[config.mk]
export PLATFORM = sky130hd
export DESIGN_NAME = sobel_param_scheduler
export DESIGN_NICKNAME = d
export VERILOG_FILES = /design/src/rtl/sobel_pkg.sv /design/src/rtl/key_repeat_gen.sv /design/src/rtl/sobel_param_scheduler.sv
export SDC_FILE = /design/constraint.sdc
export NUM_CORES = 1
export LEC_CHECK = 0
export ABC_AREA = 1
export CAP_MARGIN = 10
export CORE_AREA = 2 2 58 60
export DETAILED_ROUTE_END_ITERATION = 12
export DIE_AREA = 0 0 60 62
export PLACE_DENSITY_LB_ADDON = 0.2
export RECOVER_POWER = 50
export REMOVE_ABC_BUFFERS = 1
export SETUP_SLACK_MARGIN = 0.3
export SLEW_MARGIN = 15
export SYNTH_ARGS = -nofsm -noshare
export SYNTH_HDL_FRONTEND = slang
export SYNTH_SLANG_ARGS = --single-unit
export TNS_END_PERCENT = 100
[constraint.sdc]
create_clock -name clk_pixel_division -period 2.7 [get_ports clk_pixel_division]
set_clock_uncertainty 0.15 [all_clocks]
set_input_delay 0.675 -clock clk_pixel_division [delete_from_list [all_inputs] [get_ports clk_pixel_division]]
set_output_delay 0.675 -clock clk_pixel_division [all_outputs]
set_load 0.02 [all_outputs]
[src/rtl/sobel_pkg.sv]
// Shared encodings and widths for the Sobel parameter scheduler.
package sobel_pkg;

    localparam int unsigned CNT_W = 24;
    localparam int unsigned THR_W = 8;

    typedef enum logic [1:0] {
        MODE_RAW_GRAY  = 2'd0,
        MODE_SOBEL     = 2'd1,
        MODE_SOBEL_INV = 2'd2
    } mode_e;

    typedef enum logic [1:0] {
        ST_IDLE   = 2'd0,
        ST_DIRTY  = 2'd1,
        ST_COMMIT = 2'd2
    } state_e;

    // Cycle RAW_GRAY -> SOBEL -> SOBEL_INV -> RAW_GRAY; never yields 3.
    function automatic mode_e next_mode(input mode_e cur);
        case (cur)
            MODE_RAW_GRAY: next_mode = MODE_SOBEL;
            MODE_SOBEL:    next_mode = MODE_SOBEL_INV;
            default:       next_mode = MODE_RAW_GRAY;
        endcase
    endfunction

endpackage

[src/rtl/key_repeat_gen.sv]
// Auto-repeat step generator for one held key; only instanced with SOBEL_AUTO_REPEAT_EN.
module key_repeat_gen
    import sobel_pkg::*;
#(
    parameter logic [CNT_W-1:0] REPEAT_DELAY  = 24'd12_500_000,
    parameter logic [CNT_W-1:0] REPEAT_PERIOD = 24'd2_500_000
) (
    input  logic clk,
    input  logic rst_n,
    input  logic held,
    input  logic other_held,
    output logic step_c
);

    logic [CNT_W-1:0] cnt_q, cnt_d;
    logic             rep_q, rep_d;

    // Count held cycles; first step after the initial delay, then every period.
    always_comb begin
        cnt_d  = cnt_q;
        rep_d  = rep_q;
        step_c = 1'b0;
        if (!(held && !other_held)) begin
            cnt_d = '0;
            rep_d = 1'b0;
        end else if (cnt_q == (rep_q ? REPEAT_PERIOD : REPEAT_DELAY)) begin
            step_c = 1'b1;
            cnt_d  = CNT_W'(1);
            rep_d  = 1'b1;
        end else begin
            cnt_d = cnt_q + CNT_W'(1);
        end
    end

    // Counter state with synchronous active-low reset.
    always_ff @(posedge clk) begin
        if (!rst_n) begin
            cnt_q <= '0;
            rep_q <= 1'b0;
        end else begin
            cnt_q <= cnt_d;
            rep_q <= rep_d;
        end
    end

endmodule

[src/rtl/sobel_param_scheduler.sv]
// Threshold/mode shadow registers committed on frame boundaries.
// Optional auto-repeat of held keys: define SOBEL_AUTO_REPEAT_EN.
module sobel_param_scheduler
    import sobel_pkg::*;
#(
    parameter logic [THR_W-1:0] THRESH_INIT   = 8'd128,
    parameter logic [THR_W-1:0] THRESH_STEP   = 8'd10,
    parameter logic [CNT_W-1:0] REPEAT_DELAY  = 24'd12_500_000,
    parameter logic [CNT_W-1:0] REPEAT_PERIOD = 24'd2_500_000
) (
    input  logic             clk_pixel_division,
    input  logic             rst_n,
    input  logic             inc_pulse,
    input  logic             dec_pulse,
    input  logic             inc_held,
    input  logic             dec_held,
    input  logic             mode_pulse,
    input  logic             vsync,
    output logic [THR_W-1:0] threshold,
    output logic [1:0]       mode,
    output logic             pending,
    output logic             commit_pulse
);

    logic rep_inc_c, rep_dec_c;

`ifdef SOBEL_AUTO_REPEAT_EN
    key_repeat_gen #(
        .REPEAT_DELAY (REPEAT_DELAY),
        .REPEAT_PERIOD(REPEAT_PERIOD)
    ) u_rep_inc (
        .clk       (clk_pixel_division),
        .rst_n     (rst_n),
        .held      (inc_held),
        .other_held(dec_held),
        .step_c    (rep_inc_c)
    );

    key_repeat_gen #(
        .REPEAT_DELAY (REPEAT_DELAY),
        .REPEAT_PERIOD(REPEAT_PERIOD)
    ) u_rep_dec (
        .clk       (clk_pixel_division),
        .rst_n     (rst_n),
        .held      (dec_held),
        .other_held(inc_held),
        .step_c    (rep_dec_c)
    );
`else
    logic unused_repeat_cfg;
    assign unused_repeat_cfg = ^{inc_held, dec_held, REPEAT_DELAY, REPEAT_PERIOD};
    assign rep_inc_c = 1'b0;
    assign rep_dec_c = 1'b0;
`endif

    state_e           state_q, state_d;
    logic [THR_W-1:0] thr_sh_q, thr_sh_d, thr_q, thr_d;
    mode_e            mode_sh_q, mode_sh_d, mode_q, mode_d;
    logic             vsync_q, pending_q, pending_d, commit_q, commit_d;
    logic             inc_c, dec_c, event_c, frame_edge_c;

    // Shadow updates, commit FSM and registered outputs.
    always_comb begin
        inc_c        = inc_pulse | rep_inc_c;
        dec_c        = dec_pulse | rep_dec_c;
        event_c      = (inc_c ^ dec_c) | mode_pulse;
        frame_edge_c = vsync & ~vsync_q;

        thr_sh_d  = thr_sh_q;
        mode_sh_d = mode_sh_q;
        state_d   = state_q;
        thr_d     = thr_q;
        mode_d    = mode_q;
        commit_d  = 1'b0;

        if (inc_c && !dec_c) begin
            thr_sh_d = (thr_sh_q > (8'hFF - THRESH_STEP)) ? 8'hFF : thr_sh_q + THRESH_STEP;
        end else if (dec_c && !inc_c) begin
            thr_sh_d = (thr_sh_q < THRESH_STEP) ? 8'h00 : thr_sh_q - THRESH_STEP;
        end
        if (mode_pulse) begin
            mode_sh_d = next_mode(mode_sh_q);
        end

        case (state_q)
            ST_IDLE: begin
                if (event_c) state_d = ST_DIRTY;
            end
            ST_DIRTY: begin
                if (frame_edge_c) state_d = ST_COMMIT;
            end
            ST_COMMIT: begin
                thr_d    = thr_sh_q;
                mode_d   = mode_sh_q;
                commit_d = 1'b1;
                state_d  = event_c ? ST_DIRTY : ST_IDLE;
            end
            default: state_d = ST_IDLE;
        endcase

        pending_d = (state_d != ST_IDLE);
    end

    // All scheduler state, synchronous active-low reset.
    always_ff @(posedge clk_pixel_division) begin
        if (!rst_n) begin
            state_q   <= ST_IDLE;
            thr_sh_q  <= THRESH_INIT;
            mode_sh_q <= MODE_RAW_GRAY;
            thr_q     <= THRESH_INIT;
            mode_q    <= MODE_RAW_GRAY;
            vsync_q   <= 1'b1;
            pending_q <= 1'b0;
            commit_q  <= 1'b0;
        end else begin
            state_q   <= state_d;
            thr_sh_q  <= thr_sh_d;
            mode_sh_q <= mode_sh_d;
            thr_q     <= thr_d;
            mode_q    <= mode_d;
            vsync_q   <= vsync;
            pending_q <= pending_d;
            commit_q  <= commit_d;
        end
    end

    assign threshold    = thr_q;
    assign mode         = 2'(mode_q);
    assign pending      = pending_q;
    assign commit_pulse = commit_q;

endmodule

# [After elaboration in Yosys (flattened, before gate mapping)]
# Index checks and enable logic that the tools add are counted.
[totals] regBits=25 elab_cells=37 out_inout_bits=12
[classes] bitwise_logic=4 n_eq_ne=3 magnitude_cmp=2 n_mux=10 reduce_logical=8 addsub=2
[ops] op="$mux W8" count=4
[ops] op="$add A8 B4 Y8 const B" count=1
[ops] op="$gt A8 B8 Y1 const B" count=1
[ops] op="$lt A8 B4 Y1 const B" count=1
[ops] op="$sub A8 B4 Y8 const B" count=1
[ops] op="$pmux W2 S3" count=1
[ops] op="$eq A2 B1 Y1 const B" count=2
[ops] op="$logic_not A2 Y1" count=2
[ops] op="$mux W2" count=2
[ops] op="$pmux W2 S2" count=1
[ops] op="$reduce_bool A2 Y1" count=2
[ops] op="$eq A2 B2 Y1 const B" count=1
[ops] op="$logic_and A1 B1 Y1" count=2
[ops] op="$logic_not A1 Y1" count=2
[ops] op="$mux W1" count=2
[ops] op="$and A1 B1 Y1" count=1
[ops] op="$not A1 Y1" count=1
[ops] op="$or A1 B1 Y1" count=1
[ops] op="$xor A1 B1 Y1" count=1

# [Longest topological paths before layout]
[depth] word_depth=5 ltp_mapped=11

# [Least setup slack after synthesis]
# Ideal clock, no wire load.
[synth_path] kind="input port to flip-flop" from="in dec_pulse" to="reg thr_sh_q[5]" setup_slack_ns=0.943 arrival_time_ns=1.533 cell_stages=8 required_ns=2.476 cell_sequence="inv_1 ha_1 inv_2 nor2_2 nand3_2 nand2_4 inv_2 a31oi_2"
[synth_between] elab_chain_cells=3 word_cells_on_any_way=5 classes_between="mux (1); reduce/logical (4)"
[synth_lines] item="start, declared" line_no="sobel_param_scheduler.sv:14" source="input logic dec_pulse,"
[synth_lines] item="$logic_not A1 Y1" line_no="sobel_param_scheduler.sv:76" source="if (inc_c && !dec_c) begin"
[synth_lines] item="$logic_and A1 B1 Y1" line_no="sobel_param_scheduler.sv:76"
[synth_lines] item="$mux W8 or $reduce_bool A2 Y1 (tied branches)"
[synth_lines] item="end signal, assigned" line_no="sobel_param_scheduler.sv:117" source="thr_sh_q <= thr_sh_d;"
[synth_lines] item="end, declared" line_no="sobel_param_scheduler.sv:57" source="logic [THR_W-1:0] thr_sh_q, thr_sh_d, thr_q, thr_d;"
# Several ways; a longest one is shown, not always the timed one.
# A chain may end at the register's enable or synchronous reset.

# [Final worst setup path]
[layout_path] from="in dec_pulse" to="reg thr_sh_q[4]"
# Same word-level chain as after synthesis.

==> metrics.cfg <==
[run_status]
status = complete, no violations

[sta]
drv_slew = 0
relSlewSlack = 0.6614
max_freq_mhz = 448.9
worst_slack_ps = 472.5
grt_setup_unrepaired = false
min_period_ps = 2227
hold_viol = 0
setup_violations = 0
worst_pin_slew_ps = 506.1
fin_tns_setup_ps = 0
finalCritPeriodShare = 0.8250
holdWs_ps = 285.3

[cts]
htree_levels = 1
cts_setup_buffers = 0
clock_path_buffers = 2
cts_root_buffer = clkbuf_4
cts-resized-gates = 0
cts_num_sinks = 25
holdBufCountCts = 0
cts_tree = done
clk_pin_slew_worst_paths_ps = 140
cts_made_buffers = 3
clock_latency_ps = 320

[finish]
finalInstanceArea_sq_um = 1486
finalNetCount = 206
final_util = 0.4675
fill_cells = 342
antenna_cells = 0
syn_to_final_growth_pct = 19.52
fin_cells = 240
drive_above_1_share = 0.1082

[placement]
place_ws_ps = 325.2
numPortBuffers = 17
place_congestion = 0.8452
placed_area_sq_um = 1474
post-place-cells = 236
dp_hpwl_um = 2048

[route]
first_iter_violations = 19
ant_nets = 0
wl_per_cell_um = 11.41
vias = 1180
drc = 0
routed_wirelength_um = 2738
avgViaCountPerCell = 4.917
drt_pass1_iterations = 4

[job]
maxCapViolCount = 0

[synthesis]
syn_inst = 173
yosysTopAreaCell = dfxtp_1
ys_warn_count = 0
synth-seq-cells = 25
synth_common_cells = nand2_1 (34), dfxtp_1 (25), inv_1 (19)
synthArstFlopShare = 0
ys.flop_type = dfxtp_1
synth_area_per_cell_sq_um = 7.189
synth_top_area_frac = 0.4024
ys_seq_area_frac = 0.4024
synth_cell_types = 26
synth.most_common_cell = nand2_1
synthTopCellsByArea = dfxtp_1 (40%), nand2_1 (10%), a21oi_1 (6.8%)
syn_area_sq_um = 1244
synth-edff-count = 0

[worst_setup_path]
worstPathRequired_ps = 2810
ff2ff_setup_slack_ps = 1010
crit_end = thr_sh_q[4]$_SDFFE_PN0P_
critPathKind = in2reg
critPathLaunchType = primary input
end_kind = flip-flop
critPathArrivalTime_ps = 2340
rr_worst_depth = 6
crit_start = dec_pulse
r2r_end = thr_sh_q[4]$_SDFFE_PN0P_
crit_fanout = 6
r2r_start = thr_sh_q[4]$_SDFFE_PN0P_

[die]
die_w_um = 60
ios = 20
die_y_um = 62
start_util = 0.3912
die_area_sq_um = 3720
row_count = 21
core_area_sq_um = 3179

[global_route]
grt_antenna_before_repair = 0
track_usage = 0.1665
grt_pass1_vias = 1070
grt.overflow.total = 0
grt_pass1_wl_um = 4609
grt_max_degree = 18

[min_path]
hp-class = reg2reg

[pwr]
power_mw = 0.8048
powerDensity_nw_per_um2 = 541.5
leakage_nw = 0.6465
peakVddDrop_mv = 0.3073

## logic make-up (layout without fill, tap and decap cells)
kind of cell,after synthesis,in the layout,share of synthesized area
AO/OA/AOI/OAI,38,38,0.1650
XOR/XNOR,1,1,0.007044
adder cells (fa/ha/maj),3,3,0.03018
buffers and inverters,27,48,0.08852
flip-flops,25,25,0.4024
AND/OR/NAND/NOR,79,79,0.3068
## how the worst min path moves through the flow
| stage | from | to | slack [ps] | cells after the start |
|---|---|---|---|---|
| 2_1_floorplan | vsync_q$_SDFF_PN1_ | state_q[1]$_SDFF_PN0_ | 250 | 1 |
| 3_3_place_gp | vsync_q$_SDFF_PN1_ | state_q[1]$_SDFF_PN0_ | 250 | 1 |
| 3_5_place_dp | vsync_q$_SDFF_PN1_ | state_q[1]$_SDFF_PN0_ | 270 | 1 |
| 4_1_cts | vsync_q$_SDFF_PN1_ | state_q[1]$_SDFF_PN0_ | 290 | 1 |
| 5_1_grt | vsync_q$_SDFF_PN1_ | state_q[1]$_SDFF_PN0_ | 310 | 1 |
| 6_report | vsync_q$_SDFF_PN1_ | state_q[1]$_SDFF_PN0_ | 290 | 1 |
## final cells by class
class | instances | area [sq um] | share of cell area
inverter | 24 | 90.09 | 0.06061
timing repair buffer | 20 | 185.2 | 0.1246
clock buffer | 3 | 22.52 | 0.01515
multi-input combinational | 121 | 625.6 | 0.4209
tap | 46 | 57.56 | 0.03872
sequential | 25 | 500.5 | 0.3367
clock inverter | 1 | 5.005 | 0.003367
## metal layers
| metal | up-vias | global-route usage | wire length (um) |
|---|---|---|---|
| met5 | - | 0 | 0 |
| met4 | 0 | 0.05714 | 34 |
| met3 | 4 | 0.02692 | 79 |
| met2 | 26 | 0.3075 | 1414 |
| met1 | 550 | 0.1954 | 1210 |
| li1 | 600 | - | - |
## worst max-delay path: stages
cell and delay (ps):
dlygate4sd3_1 520, inv_1 40, ha_1 190, clkbuf_1 170, nor2_1 440, nand3_1 130, a21oi_1 170
## flip-flops by register name, indices dropped and copies added (netlist names)
name,cells
commit_pulse,1
thr_sh_q,8
vsync_q,1
mode_sh_q,2
pending,1
state_q,2
mode,2
threshold,8
## where the power goes
| group | switching [mW] | total, mW | internal [mW] |
|---|---|---|---|
| logic | 0.131 | 0.209 | 0.0777 |
| registers | 0.0305 | 0.424 | 0.393 |
| clock network | 0.117 | 0.172 | 0.0555 |
| total | 0.278 | 0.805 | 0.526 |
## layout by cell type, fill, tap and decap left out
| master | synthesis | routed |
|---|---|---|
| a21oi_1 | 17 | 17 |
| a21oi_2 | 2 | 2 |
| a31oi_2 | 1 | 1 |
| buf_4 | 0 | 1 |
| clkbuf_1 | 1 | 2 |
| clkbuf_4 | 0 | 3 |
| clkdlybuf4s50_1 | 0 | 15 |
| clkinv_1 | 1 | 1 |
| clkinv_2 | 0 | 1 |
| dfxtp_1 | 25 | 25 |
| dlygate4sd3_1 | 0 | 2 |
| ha_1 | 3 | 3 |
| inv_1 | 19 | 19 |
| inv_2 | 4 | 4 |
| nand2_1 | 34 | 34 |
| nand2_2 | 2 | 2 |
| nand2_4 | 1 | 1 |
| nand3_1 | 11 | 11 |
| nand3_2 | 2 | 2 |
| nand4_1 | 2 | 2 |
| nor2_1 | 18 | 19 |
| nor2_2 | 1 | 1 |
| nor2_4 | 4 | 3 |
| nor3_1 | 2 | 2 |
| nor3b_1 | 1 | 1 |
| nor4_1 | 1 | 1 |
| o21ai_0 | 17 | 17 |
| o21ai_1 | 1 | 1 |
| xor2_1 | 1 | 1 |
Power figures use the tool's default switching activity.
